[config.mk]
export PLATFORM = sky130hd
export DESIGN_NAME = scnn_layer_shape_sequencer
export DESIGN_NICKNAME = d
export VERILOG_FILES = /design/src/rtl/scnn_layer_shape_sequencer.sv
export SDC_FILE = /design/constraint.sdc
export NUM_CORES = 1
export LEC_CHECK = 0
export ABC_AREA = 1
export BUFFER_PORTS_ARGS = -buffer_cell sky130_fd_sc_hd__buf_2
export CORE_MARGIN = 4
export CORE_UTILIZATION = 25
export CTS_BUF_LIST = sky130_fd_sc_hd__clkbuf_4
export DETAILED_ROUTE_END_ITERATION = 8
export PLACE_DENSITY = 0.45
export REMOVE_ABC_BUFFERS = 1
export SYNTH_ARGS = -nofsm -noshare
export SYNTH_HDL_FRONTEND = slang
export SYNTH_SLANG_ARGS = --single-unit
export TNS_END_PERCENT = 50
[constraint.sdc]
create_clock -name clock -period 6.48 [get_ports clock]
set_input_delay 0 -clock clock [delete_from_list [all_inputs] [get_ports clock]]
set_output_delay 0 -clock clock [all_outputs]
set_load 0.02 [all_outputs]
[src/rtl/scnn_layer_shape_sequencer.sv]
// Registered per-layer shape sequencer: latches a layer shape, derives ofmap/psum figures with a
// multi-cycle multiply and restoring divide, then counts psum accumulations. Option macro: SCNN_SHAPE_CEIL_DIV_EN.
module scnn_layer_shape_sequencer #(
    parameter int                    MAX_LAYERS      = 8,
    parameter logic [MAX_LAYERS-1:0] LAYER_TYPE_MASK = 8'h03,
    parameter int                    IMG_W           = 10,
    parameter int                    FLT_W           = 3,
    parameter int                    FN_W            = 5,
    parameter int                    MATRIX_ROWS     = 4,
    parameter int                    MAX_FORMER_COL  = 8,
    parameter int                    CG_COLS         = 2,
    parameter int                    PE_COLS         = 3,
    parameter int                    BCAST_CH_TH     = 7,
    parameter int                    BOUND_W         = 8
) (
    input  logic               clock,
    input  logic               reset_n,
    input  logic               cfg_valid,
    output logic               cfg_ready,
    input  logic [IMG_W-1:0]   image_size,
    input  logic [IMG_W-1:0]   image_channels,
    input  logic [FLT_W-1:0]   filter_size,
    input  logic [FN_W-1:0]    filter_numbers,
    input  logic [2:0]         total_layers,
    output logic               info_valid,
    input  logic               info_ready,
    output logic [2:0]         layer_count,
    output logic               conv_flag,
    output logic [IMG_W-1:0]   ofmap_size,
    output logic [5:0]         psum_depth,
    output logic [BOUND_W-1:0] psum_acc_times_bound,
    output logic               cfg_error,
    input  logic               acc_tick,
    output logic               layer_done,
    output logic               all_done
);

    localparam int W2    = 2 * IMG_W;
    localparam int CNT_W = $clog2(W2 + 1);
    localparam logic [W2-1:0]     D_BCAST_L  = W2'(MATRIX_ROWS * CG_COLS * 2 * PE_COLS);
    localparam logic [W2-1:0]     D_UNI_L    = W2'(MATRIX_ROWS * CG_COLS * PE_COLS);
    localparam logic [FN_W-1:0]   MAX_FC_L   = FN_W'(MAX_FORMER_COL);
    localparam logic [IMG_W-1:0]  BCAST_TH_L = IMG_W'(BCAST_CH_TH);
    localparam logic [5:0]        MROWS_L    = 6'(MATRIX_ROWS);
    localparam logic [CNT_W-1:0]  DIV_LAST_L = CNT_W'(W2);
    localparam logic [W2:0]       BOUND_MAX_L = (W2+1)'({BOUND_W{1'b1}});

    typedef enum logic [2:0] {
        S_IDLE = 3'd0,
        S_MUL  = 3'd1,
        S_DIV  = 3'd2,
        S_OUT  = 3'd3,
        S_RUN  = 3'd4
    } state_t;

    state_t             state_r;
    logic               cfg_ready_r;
    logic               info_valid_r;
    logic [2:0]         layer_count_r;
    logic [2:0]         total_layers_r;
    logic               conv_flag_r;
    logic [IMG_W-1:0]   ofmap_r;
    logic [5:0]         psum_depth_r;
    logic [BOUND_W-1:0] bound_r;
    logic               cfg_error_r;
    logic               layer_done_r;
    logic               all_done_r;
    logic [W2-1:0]      divisor_r;
    logic [W2-1:0]      dvd_r;
    logic [W2-1:0]      rem_r;
    logic [W2-1:0]      quo_r;
    logic [CNT_W-1:0]   div_cnt_r;
    logic [BOUND_W-1:0] acc_cnt_r;

    logic               hs_s;
    logic               illegal_s;
    logic [IMG_W-1:0]   ofmap_in_s;
    logic [FN_W-1:0]    fn_clamp_s;
    logic [5:0]         psum_depth_in_s;
    logic               conv_in_s;
    logic [W2-1:0]      divisor_in_s;
    logic [W2:0]        rem_shift_s;
    logic [W2:0]        trial_s;
    logic               ge_s;
    logic [W2:0]        q_fin_s;
    logic [BOUND_W-1:0] bound_sat_s;
    logic [BOUND_W-1:0] acc_inc_s;
    logic               run_finish_s;

    // Shape decode for the handshake cycle.
    always_comb begin
        hs_s       = cfg_valid & cfg_ready_r;
        illegal_s  = (filter_size == {FLT_W{1'b0}}) || (IMG_W'(filter_size) > image_size);
        if (illegal_s) begin
            ofmap_in_s = {IMG_W{1'b0}};
        end else begin
            ofmap_in_s = image_size - IMG_W'(filter_size) + IMG_W'(1'b1);
        end
        if (filter_numbers > MAX_FC_L) begin
            fn_clamp_s = MAX_FC_L;
        end else begin
            fn_clamp_s = filter_numbers;
        end
        conv_in_s = LAYER_TYPE_MASK[layer_count_r];
        if (conv_in_s) begin
            psum_depth_in_s = 6'(fn_clamp_s) * MROWS_L;
        end else begin
            psum_depth_in_s = MROWS_L;
        end
        // Few channels: weights broadcast over two CG rows, halving the work per tile.
        if (image_channels < BCAST_TH_L) begin
            divisor_in_s = D_BCAST_L;
        end else begin
            divisor_in_s = D_UNI_L;
        end
    end

    // One restoring-divide step plus the final rounding/saturation of the quotient.
    always_comb begin
        rem_shift_s = {rem_r, dvd_r[W2-1]};
        trial_s     = rem_shift_s - {1'b0, divisor_r};
        ge_s        = ~trial_s[W2];
`ifdef SCNN_SHAPE_CEIL_DIV_EN
        if (rem_r != {W2{1'b0}}) begin
            q_fin_s = {1'b0, quo_r} + (W2+1)'(1'b1);
        end else begin
            q_fin_s = {1'b0, quo_r};
        end
`else
        q_fin_s = {1'b0, quo_r};
`endif
        if (q_fin_s > BOUND_MAX_L) begin
            bound_sat_s = {BOUND_W{1'b1}};
        end else begin
            bound_sat_s = q_fin_s[BOUND_W-1:0];
        end
        acc_inc_s    = acc_cnt_r + BOUND_W'(1'b1);
        run_finish_s = (bound_r == {BOUND_W{1'b0}}) || (acc_tick && (acc_inc_s == bound_r));
    end

    // Sequencer FSM with all outputs registered.
    always_ff @(posedge clock or negedge reset_n) begin
        if (!reset_n) begin
            state_r        <= S_IDLE;
            cfg_ready_r    <= 1'b1;
            info_valid_r   <= 1'b0;
            layer_count_r  <= 3'd0;
            total_layers_r <= 3'd0;
            conv_flag_r    <= 1'b0;
            ofmap_r        <= {IMG_W{1'b0}};
            psum_depth_r   <= 6'd0;
            bound_r        <= {BOUND_W{1'b0}};
            cfg_error_r    <= 1'b0;
            layer_done_r   <= 1'b0;
            all_done_r     <= 1'b0;
            divisor_r      <= {W2{1'b0}};
            dvd_r          <= {W2{1'b0}};
            rem_r          <= {W2{1'b0}};
            quo_r          <= {W2{1'b0}};
            div_cnt_r      <= {CNT_W{1'b0}};
            acc_cnt_r      <= {BOUND_W{1'b0}};
        end else begin
            layer_done_r <= 1'b0;
            all_done_r   <= 1'b0;
            case (state_r)
                S_IDLE: begin
                    if (hs_s) begin
                        cfg_ready_r    <= 1'b0;
                        cfg_error_r    <= illegal_s;
                        ofmap_r        <= ofmap_in_s;
                        psum_depth_r   <= psum_depth_in_s;
                        conv_flag_r    <= conv_in_s;
                        divisor_r      <= divisor_in_s;
                        total_layers_r <= total_layers;
                        state_r        <= S_MUL;
                    end
                end
                S_MUL: begin
                    if (cfg_error_r) begin
                        bound_r      <= {BOUND_W{1'b0}};
                        info_valid_r <= 1'b1;
                        state_r      <= S_OUT;
                    end else begin
                        dvd_r     <= W2'(ofmap_r) * W2'(ofmap_r);
                        rem_r     <= {W2{1'b0}};
                        quo_r     <= {W2{1'b0}};
                        div_cnt_r <= {CNT_W{1'b0}};
                        state_r   <= S_DIV;
                    end
                end
                S_DIV: begin
                    // W2 quotient-bit steps, then one finalize cycle.
                    if (div_cnt_r == DIV_LAST_L) begin
                        bound_r      <= bound_sat_s;
                        info_valid_r <= 1'b1;
                        state_r      <= S_OUT;
                    end else begin
                        rem_r     <= ge_s ? trial_s[W2-1:0] : rem_shift_s[W2-1:0];
                        quo_r     <= {quo_r[W2-2:0], ge_s};
                        dvd_r     <= {dvd_r[W2-2:0], 1'b0};
                        div_cnt_r <= div_cnt_r + CNT_W'(1'b1);
                    end
                end
                S_OUT: begin
                    if (info_ready) begin
                        info_valid_r <= 1'b0;
                        acc_cnt_r    <= {BOUND_W{1'b0}};
                        state_r      <= S_RUN;
                    end
                end
                S_RUN: begin
                    if (run_finish_s) begin
                        layer_done_r <= 1'b1;
                        acc_cnt_r    <= {BOUND_W{1'b0}};
                        cfg_ready_r  <= 1'b1;
                        state_r      <= S_IDLE;
                        if (layer_count_r == total_layers_r) begin
                            all_done_r    <= 1'b1;
                            layer_count_r <= 3'd0;
                        end else begin
                            layer_count_r <= layer_count_r + 3'd1;
                        end
                    end else if (acc_tick) begin
                        acc_cnt_r <= acc_inc_s;
                    end
                end
                default: begin
                    state_r      <= S_IDLE;
                    cfg_ready_r  <= 1'b1;
                    info_valid_r <= 1'b0;
                end
            endcase
        end
    end

    assign cfg_ready            = cfg_ready_r;
    assign info_valid           = info_valid_r;
    assign layer_count          = layer_count_r;
    assign conv_flag            = conv_flag_r;
    assign ofmap_size           = ofmap_r;
    assign psum_depth           = psum_depth_r;
    assign psum_acc_times_bound = bound_r;
    assign cfg_error            = cfg_error_r;
    assign layer_done           = layer_done_r;
    assign all_done             = all_done_r;

endmodule
==> results of run 1 <==
==> timing repair <==
item | in CTS | in global routing
hold endpoints to repair | 66 | 0
hold buffers | 30 | 0
endpoints found under the setup margin | 0 | 0
==> worst register-to-register path: stages, from the launching register on <==
cell and delay (ps):
dfrtp_1 630, nand2_1 220, fa_1 550, fa_1 540
inv_1 50, fa_1 500, fa_1 540, inv_1 50
fa_1 520, inv_1 40, ha_1 330, nand2_1 110
nor4_1 340, o21ai_0 270, nand3_1 140, nand2_1 50
o21ai_0 160
==> layer usage <==
| layer | part of all wire, % | up-vias |
|---|---|---|
| met5 | 0 | - |
| met4 | 0.91 | 0 |
| met3 | 2.6 | 12 |
| met2 | 46 | 89 |
| met1 | 51 | 3582 |
| li1 | - | 3886 |
==> final timing paths <==
| kind | startpoint | endpoint | slack (ps) | depth (start not counted) |
|---|---|---|---|---|
| max | ofmap_size[9] | dvd_r[16] | 1360 | 16 |
| min | image_size[6] | ofmap_size[8] | 60 | 7 |
| max reg2reg | ofmap_size[9] | dvd_r[16] | 1360 | 16 |
| min reg2reg | info_valid | info_valid | 490 | 2 |
| max in group asynchronous | reset_n | rem_r[8] | 4430 | 4 |
| min in group asynchronous | reset_n | dvd_r[1] | 480 | 3 |
==> synth_stat cells (10+ instances only) <==
master / number / area [sq um]
o21ai_1: 16 / 80.1
xnor2_1: 15 / 131
o22ai_1: 25 / 156
buf_2: 12 / 60.1
o21bai_1: 10 / 75.1
fa_1: 49 / 981
nand2_1: 251 / 942
nand3_1: 68 / 340
nand4_1: 21 / 131
nor2_1: 62 / 233
inv_1: 200 / 751
a21oi_1: 46 / 230
dfrtp_1: 112 / 2800
clkbuf_1: 18 / 67.6
o21ai_0: 64 / 320
ha_1: 70 / 876
xor2_1: 18 / 158
nor3_1: 10 / 50.1
==> area by class of cell <==
| type | count | area [sq um] |
|---|---|---|
| Clock inverter | 15 | 206 |
| Sequential cell | 113 | 2830 |
| Fill cell | 3892 | 25200 |
| Inverter | 209 | 785 |
| Antenna cell | 1 | 2.50 |
| Clock buffer | 17 | 128 |
| Timing Repair Buffer | 97 | 641 |
| Multi-Input combinational cell | 792 | 5220 |
| Tap cell | 461 | 577 |
==> cell usage in the layout (no fill, tap or decap), types with 3 or more instances in the layout <==
master / synthesis / layout
bufinv_16: 0 / 4
o22ai_1: 25 / 25
nand2_2: 7 / 7
nor3_1: 10 / 10
a21oi_1: 46 / 46
inv_2: 8 / 8
a21o_1: 3 / 3
dlygate4sd3_1: 0 / 30
o21bai_1: 10 / 10
o31ai_1: 3 / 3
o21ai_0: 64 / 64
nor2_1: 62 / 62
dfrtp_1: 112 / 112
nand2_1: 251 / 251
ha_1: 70 / 70
nand3_1: 68 / 68
clkbuf_4: 0 / 17
inv_1: 200 / 200
clkinv_4: 0 / 4
fa_1: 49 / 49
o21a_1: 3 / 3
nand4_1: 21 / 21
xor2_1: 18 / 18
buf_2: 12 / 65
inv_6: 0 / 3
nor2_2: 6 / 6
o211ai_1: 4 / 4
a22oi_1: 8 / 8
o21ai_1: 16 / 16
xnor2_1: 15 / 15
a2bb2oi_1: 3 / 3
nor4_1: 8 / 8
==> cell families (layout without fill, tap and decap cells) <==
family                   Yosys count  after routing
flip-flops                       113            113
AO/OA/AOI/OAI                    195            195
other                              1              3
buffers and inverters            245            338
adder cells (fa/ha/maj)          119            119
XOR/XNOR                          33             33
AND/OR/NAND/NOR                  443            443
==> metrics by stage <==
| step | setup WS, ps | instances | utilization (%) | instance area [sq um] |
|---|---|---|---|---|
| after floorplan | 1670 | 1114 | - | 8830 |
| after global placement | 1410 | 1642 | 27.4 | 9750 |
| after detailed placement | 1360 | 1642 | 27.4 | 9750 |
| after CTS | 1300 | 1704 | 29.2 | 10400 |
| after global routing | 822 | 1705 | 29.2 | 10400 |
| final | 1360 | 1705 | 29.2 | 10400 |
==> state kept, by name, summed over array words and instances, names as in the netlist, 3 cells and up <==
| register | count |
|---|---|
| dvd_r | 20 |
| quo_r | 20 |
| rem_r | 20 |
| ofmap_size | 10 |
| acc_cnt_r | 8 |
| psum_acc_times_bound | 8 |
| div_cnt_r | 5 |
| psum_depth | 4 |
| divisor_r | 3 |
| layer_count | 3 |
| state_r | 3 |
| total_layers_r | 3 |
==> out/qor.csv, run 1 <==
metric,value,unit
outcome,"complete, no violations",
cts_setup_buffers,0,
htreeDepth,4,
fin_nets,1385,
use_met1,17.0,%
cts_resized,0,
yosysWarnings,0,
grt_max_degree,75,
cp-start-kind,flop,
gr-total-overflow,0,
ioPinCount,69,
clkTransAtPathRegs,110,ps
hold_ws,60.8,ps
grt_pass1_wl,38200,um
global_route.usage.met2,18.9,%
critPathMaxFanout,12,
drive_gt1_share,10.5,%
critical-path-max-stage-delay,630,ps
crit_type,flop to flop,
synth_top_family_by_area,simple AND/OR/NAND/NOR gates,
synth-seq-cells,113,
crit_path_end_kind,flop,
clock-sinks,113,
fin_worst_skew,35.5,ps
portBuffers,66,
fp.dieW,198,um
finalMaxSlewViolations,0,
crit_slowest_cell,dfrtp_1,
track_usage,11.8,%
setup_viol,0,
busiest_layer,met2,
die_area,0.0391,sq mm
core_area,0.0356,sq mm
syn_area_per_cell,7.84,sq um
synth_ff_type,dfrtp_1,
rows,69,
met3_usage,1.91,%
synth_fa_ha_area_share,20.6,%
ys_types,49,
wl_per_cell,13.3,um
cp_num_buf_inv,3,
drc_errors,0,
maxCapViolations,0,
drt-total-wl,22600,um
synth_mux_area_share,0,%
cts_tree,yes,
fin_crit,5120,ps
finalCritPeriodShare,79.0,%
yosys.area_share.xor_xnor,3.21,%
start_util,25.3,%
vias_per_cell,4.44,
grt_pass1_vias,7649,
hp-class,input port to flop,
critPathArrivalTime,5560,ps
fp.dieH,198,um
tightest_slew,962,ps
path_common_cell,fa_1,
synthArstFlopShare,100,%
cp.required,6920,ps
first_iter_violations,348,
cts_buffers,17,
cts_root_buffer,clkbuf_4,
critical-path-top-delay-family,adder cells,
synth-simple-area-share,21.4,%
yosysSeqAreaShare,31.4,%
clockBufferDepth,2,
syn2layout_area_growth,15.3,%
hpwl,17100,um
fin_setup_tns,0,ps
synth_edf_count,0,
clock_latency,540,ps
vias,7569,
antenna_left,0,
dr.pass1.iters,5,
synth_compound_area_share,12.6,%
cp_cell_sequence,nand2_1 > fa_1 > fa_1 > inv_1 > fa_1 > fa_1 > inv_1 > fa_1 > inv_1 > ha_1 > nand2_1 > nor4_1 > o21ai_0 > nand3_1 > nand2_1 > o21ai_0,
syn_inst,1149,
syn_area,0.00901,sq mm
max_freq,195,MHz
hold_viol,0,
antenna_found_initial,1,
max_slew_margin,35.8,%
rsz0062_at_grt,no,
gp_congestion,0.785,
Power of run 1 is not shown: default switching activity piles up to over one toggle a cycle in this logic, so the estimate is an artifact.
==> inputs of run 2 (changes only) <==
--- a/config.mk
+++ b/config.mk
@@ -5,7 +5,7 @@
 export SDC_FILE = /design/constraint.sdc
 export NUM_CORES = 1
 export LEC_CHECK = 0
-export ABC_AREA = 1
+export ABC_AREA = 0
 export BUFFER_PORTS_ARGS = -buffer_cell sky130_fd_sc_hd__buf_2
 export CORE_MARGIN = 4
 export CORE_UTILIZATION = 25
==> constraint.sdc (replaced) <==
create_clock -name clock -period 5 [get_ports clock]
set_input_delay 0 -clock clock [delete_from_list [all_inputs] [get_ports clock]]
set_output_delay 0 -clock clock [all_outputs]
set_load 0.02 [all_outputs]
==> out/qor.csv, run 2 <==
metric,value,unit
outcome,"complete, no violations",
yosysSeqAreaShare,31.7,%
synthArstFlopShare,100,%
synth_top_area_share,31.4,%
synth_area_leaders,"dfrtp_1, fa_1, ha_1, nand2_1, inv_1",
rows,68,
crit_type,flop to flop,
clock-sinks,113,
hp-class,input port to flop,
maxCapViolations,0,
max_slew_margin,32.0,%
tightest_slew,1020,ps
clock_latency,530,ps
switchingPower,3.14,mW
syn_area,0.00893,sq mm
vias,7037,
fin_nets,1222,
nFillCells,3680,
grt_max_degree,71,
syn_area_per_cell,9.33,sq um
core_area,0.0349,sq mm
met3_usage,1.93,%
clockBufferDepth,2,
fin_setup_tns,0,ps
synth-simple-area-share,16.5,%
grt_pass1_wl,36100,um
synth_edf_count,0,
max_freq,206,MHz
final_cell_mix,"dfrtp_1, nand2_1, inv_1, buf_2, ha_1",
switching_share,47.7,%
fin_crit,4840,ps
syn_inst,957,
largestRegisters,"dvd_r (20), quo_r (20), rem_r (20)",
path_common_cell,fa_1,
synth_ff_type,dfrtp_1,
critPathArrivalTime,5220,ps
peakVddDrop,0.000260,V
use_met1,15.6,%
post_dp_cell_area,0.00996,sq mm
fp.dieH,197,um
critPathMaxFanout,10,
drive_gt1_share,19.2,%
fin_area,0.0107,sq mm
synth_most_common_cell,dfrtp_1,
comb_power_share,66.0,%
global_route.usage.met2,17.9,%
ioPinCount,69,
cp-start-kind,flop,
ys_types,79,
vias_per_cell,4.58,
hold_viol,0,
grt_pass1_vias,7206,
track_usage,11.2,%
antenna_found_initial,1,
drt-total-wl,21400,um
cp_cell_sequence,buf_4 > nand2_1 > inv_1 > fa_1 > fa_1 > ha_4 > fa_1 > inv_1 > fa_1 > inv_1 > ha_4 > a21o_1 > a211oi_2 > nand2_1 > o31ai_2 > buf_4 > mux2i_1 > o21ai_0,
wl_per_cell,13.9,um
synth_compound_area_share,16.8,%
power.leakage,5.19,nW
yosys.area_share.xor_xnor,4.99,%
cts_root_buffer,clkbuf_4,
layout_commonest_cell,dfrtp_1,
cp.required,5380,ps
busiest_layer,met2,
synth_top_family_by_area,adder cells,
synth-seq-cells,113,
power_density,614,mW/mm^2
hpwl,15800,um
drc_errors,0,
internal_power,3.44,mW
clkPwrFrac,10.0,%
utilization,30.7,%
gr-total-overflow,0,
antenna_left,0,
fp.dieW,197,um
die_area,0.0388,sq mm
gp_congestion,0.769,
first_iter_violations,260,
cts_buffers,17,
htreeDepth,4,
crit_path_end_kind,flop,
crit_slowest_cell,fa_1,
dr.pass1.iters,5,
setup_viol,0,
place_inst,1473,
finalCritPeriodShare,96.9,%
rsz0062_at_grt,yes,
portBuffers,66,
yosysTopAreaCell,dfrtp_1,
synth_common_cells,"dfrtp_1, nand2_1, inv_1",
fin_worst_skew,37.1,ps
synth_mux_area_share,2.48,%
critical-path-max-stage-delay,570,ps
start_util,25.6,%
cts_tree,yes,
syn2layout_area_growth,19.9,%
p_seq_share,24.0,%
yosysWarnings,0,
clkTransAtPathRegs,120,ps
fin_cells,1536,
finalPower,6.57,mW
synth_fa_ha_area_share,20.8,%
finalMaxSlewViolations,0,
==> run 2: logic make-up after synthesis <==
group / after synthesis
AO/OA/AOI/OAI: 215
XOR/XNOR: 50
adder cells (fa/ha/maj): 119
buffers and inverters: 155
flip-flops: 113
multiplexers: 20
other: 1
AND/OR/NAND/NOR: 284
==> run 2: power by group through the flow <==
stage               Combinational, mW  Sequential (mW)  Clock (mW)
floorplan                        2.63             1.65           0
global placement                 3.97             1.59           0
detailed placement               4.00             1.59           0
CTS                              4.09             1.58       0.695
global route                     4.96             1.63       0.733
finish                           4.34             1.58       0.658
==> run 2: worst max-delay path: cells and delay by family, from the launching register on <==
kind                     cells  cell delay, ps
multiplexers                 1             170
adder cells (fa/ha/maj)      6            2560
buffers and inverters        5             530
AND/OR/NAND/NOR              2             240
AO/OA/AOI/OAI                4             770
flip-flops                   1             420
==> run 2: worst paths after layout <==
path,slack (ps),startpoint,endpoint,cells past startpoint
max,160,ofmap_size[3],dvd_r[17],18
min,80,image_size[8],ofmap_size[9],5
max reg2reg,160,ofmap_size[3],dvd_r[17],18
min reg2reg,490,rem_r[1],rem_r[2],2
max in group asynchronous,3710,reset_n,rem_r[13],3
min in group asynchronous,150,reset_n,psum_acc_times_bound[0],2
==> run 2: repair_timing <==
item | 4_1_cts | 5_1_grt
hold buffers | 22 | 0
pin swaps | 3 | 31
endpoints found under the setup margin | 7 | 10
gates resized for setup | 9 | 31
hold endpoints to repair | 93 | 0
buffers inserted | 2 | 6
==> run 2: cell type report <==
| type | count | area (sq um) | area share (%) |
|---|---|---|---|
| tap | 455 | 569 | 5.32 |
| timing repair buffer | 142 | 962 | 8.99 |
| multi-input combinational | 690 | 5690 | 53.1 |
| clock inverter | 15 | 135 | 1.26 |
| clock buffer | 17 | 128 | 1.19 |
| inverter | 103 | 387 | 3.61 |
| antenna | 1 | 2.50 | 0.0234 |
| sequential | 113 | 2830 | 26.5 |
==> run 2: through the flow <==
step           worst slack [ps]  hold slack (ps)
6_report                    156             76.1
5_1_grt                   -30.9             61.9
4_1_cts                    22.4             13.4
3_5_place_dp               -198              201
3_3_place_gp               -104              210
2_1_floorplan             -97.9             -296
==> run 2: layer usage <==
| layer | up-vias | wire, um |
|---|---|---|
| li1 | 3529 | - |
| met1 | 3401 | 10500 |
| met2 | 96 | 10000 |
| met3 | 11 | 652 |
| met4 | 0 | 192 |
| met5 | - | 0 |
No activity file was read; power rests on OpenSTA's default activity.
==> inputs of run 3 (changes only) <==
--- a/config.mk
+++ b/config.mk
@@ -7,7 +7,7 @@
 export LEC_CHECK = 0
 export ABC_AREA = 0
 export BUFFER_PORTS_ARGS = -buffer_cell sky130_fd_sc_hd__buf_2
-export CORE_MARGIN = 4
+export CORE_MARGIN = 2
 export CORE_UTILIZATION = 25
 export CTS_BUF_LIST = sky130_fd_sc_hd__clkbuf_4
 export DETAILED_ROUTE_END_ITERATION = 8
==> out/qor.csv, run 3 (same netlist as run 2, synthesis figures left out) <==
metric,value,unit
outcome,"complete, no violations",
fin_worst_skew,39.0,ps
grt_max_degree,70,
fp.dieH,193,um
max_slew_margin,38.4,%
cp_cell_sequence,buf_6 > nand2_2 > fa_1 > inv_1 > fa_1 > fa_1 > fa_1 > inv_1 > fa_1 > inv_2 > ha_4 > a21oi_2 > o211ai_1 > nor4bb_4 > buf_4 > o21ai_2 > a2111o_1 > nand3_1,
antenna_found_initial,1,
r2r-end,dvd_r[16],
fp.dieW,193,um
portBuffers,66,
clockBufferDepth,2,
cts_buffers,17,
place_inst,1481,
grt_pass1_vias,7067,
ioPinCount,69,
antenna_left,0,
clock-sinks,113,
crit_slowest_cell,fa_1,
min_to,ofmap_size[9],
clock_latency,560,ps
cp.required,5470,ps
fin_crit,4800,ps
gp_congestion,0.733,
hp-class,input port to flop,
utilization,30.5,%
rows,69,
critPathArrivalTime,5270,ps
grt_pass1_wl,35200,um
finalPower,6.57,mW
crit_type,flop to flop,
vias_per_cell,4.55,
first_iter_violations,249,
ff2ff_path_depth,18,
die_area,0.0372,sq mm
final_cell_mix,"dfrtp_1, nand2_1, inv_1, buf_2, ha_1",
track_usage,11.6,%
hpwl,15500,um
fin_nets,1228,
max_freq,208,MHz
hold_viol,0,
syn2layout_area_growth,20.8,%
drc_errors,0,
clkTransAtPathRegs,120,ps
min_path_cells,5,
dr.pass1.iters,4,
cts_root_buffer,clkbuf_4,
drt-total-wl,20900,um
cp-start-kind,flop,
finalCritPeriodShare,96.0,%
maxCapViolations,0,
gr-total-overflow,0,
layout_commonest_cell,dfrtp_1,
peakVddDrop,0.000225,V
fin_cells,1548,
reg2reg_slack,200,ps
power.leakage,5.25,nW
vias,7037,
critical-path-max-stage-delay,510,ps
crit_path_end_kind,flop,
critPathMaxFanout,7,
htreeDepth,4,
largestRegisters,"dvd_r (20), quo_r (20), rem_r (20)",
core_area,0.0354,sq mm
cts_tree,yes,
drive_gt1_share,19.8,%
finalMaxSlewViolations,0,
tightest_slew,924,ps
path_common_cell,fa_1,
setup_viol,0,
wl_per_cell,13.5,um
start_util,25.2,%
worstReg2RegStart,ofmap_size[1],
hp-start,image_size[8],
power_density,609,mW/mm^2
## run 3: cell count changes in the layout (fill, tap and decap cells not counted), sizes merged
cell / previous run / this run
inv: 106 / 111
clkinv: 10 / 5
dlygate4sd3: 22 / 24
buf: 120 / 124
clkinvlp: 1 / 0
bufinv: 1 / 2
## run 3: cell type report
cell class              count  area (sq um)
clock inverters            15           170
clock buffers              17           128
inverters                 103           387
multi-input cells         690          5650
flip-flops and latches    113          2840
repair buffers            148          1040
fillers                  3774         24600
diodes                      1          2.50
well taps                 461           577
## run 3: critical path: cells and delay by family (launching register included)
| kind | cells | cell delay (ps) |
|---|---|---|
| buffers and inverters | 5 | 450 |
| adder cells (fa/ha/maj) | 6 | 2620 |
| flip-flops | 1 | 470 |
| AND/OR/NAND/NOR | 3 | 480 |
| AO/OA/AOI/OAI | 4 | 680 |
## run 3: routing by layer
layer  track usage [%]  routed length [um]
met1              16.0               10400
met2              18.9                9780
met3              2.30                 632
met4              2.53                 146
met5                 0                   0
## run 3: report_power, final
group / switching, mW / internal, mW
registers: 0.339 / 1.24
clock network: 0.444 / 0.312
logic: 2.34 / 1.90
## run 3: worst max-delay path by stage
stage          slack (ps)         to  depth (start not counted)     startpoint
2_1_floorplan        -100  dvd_r[16]                         16  ofmap_size[0]
3_3_place_gp         -120  dvd_r[16]                         17  ofmap_size[1]
3_5_place_dp         -230  dvd_r[18]                         16  ofmap_size[1]
4_1_cts                 5  dvd_r[16]                         17  ofmap_size[1]
5_1_grt               -20  dvd_r[15]                         17  ofmap_size[4]
6_report              200  dvd_r[16]                         18  ofmap_size[1]
## run 3: what timing repair did
| action | in CTS | in global routing |
|---|---|---|
| pin swaps | 1 | 27 |
| hold endpoints to repair | 91 | 0 |
| setup endpoints to repair | 6 | 9 |
| hold buffers | 24 | 0 |
| resized for setup | 9 | 36 |
| setup buffers | 0 | 10 |
## run 3: stage by stage
stage | setup TNS, ps | instance area, sq um | setup WS, ps | hold slack, ps
2_1_floorplan | -104 | 8710 | -97.9 | -296
3_3_place_gp | -163 | 10000 | -115 | 212
3_5_place_dp | -641 | 10000 | -227 | 217
4_1_cts | 0 | 10600 | 5.13 | 6.28
5_1_grt | -54.1 | 10800 | -24.9 | 33.9
6_report | 0 | 10800 | 198 | 53.4
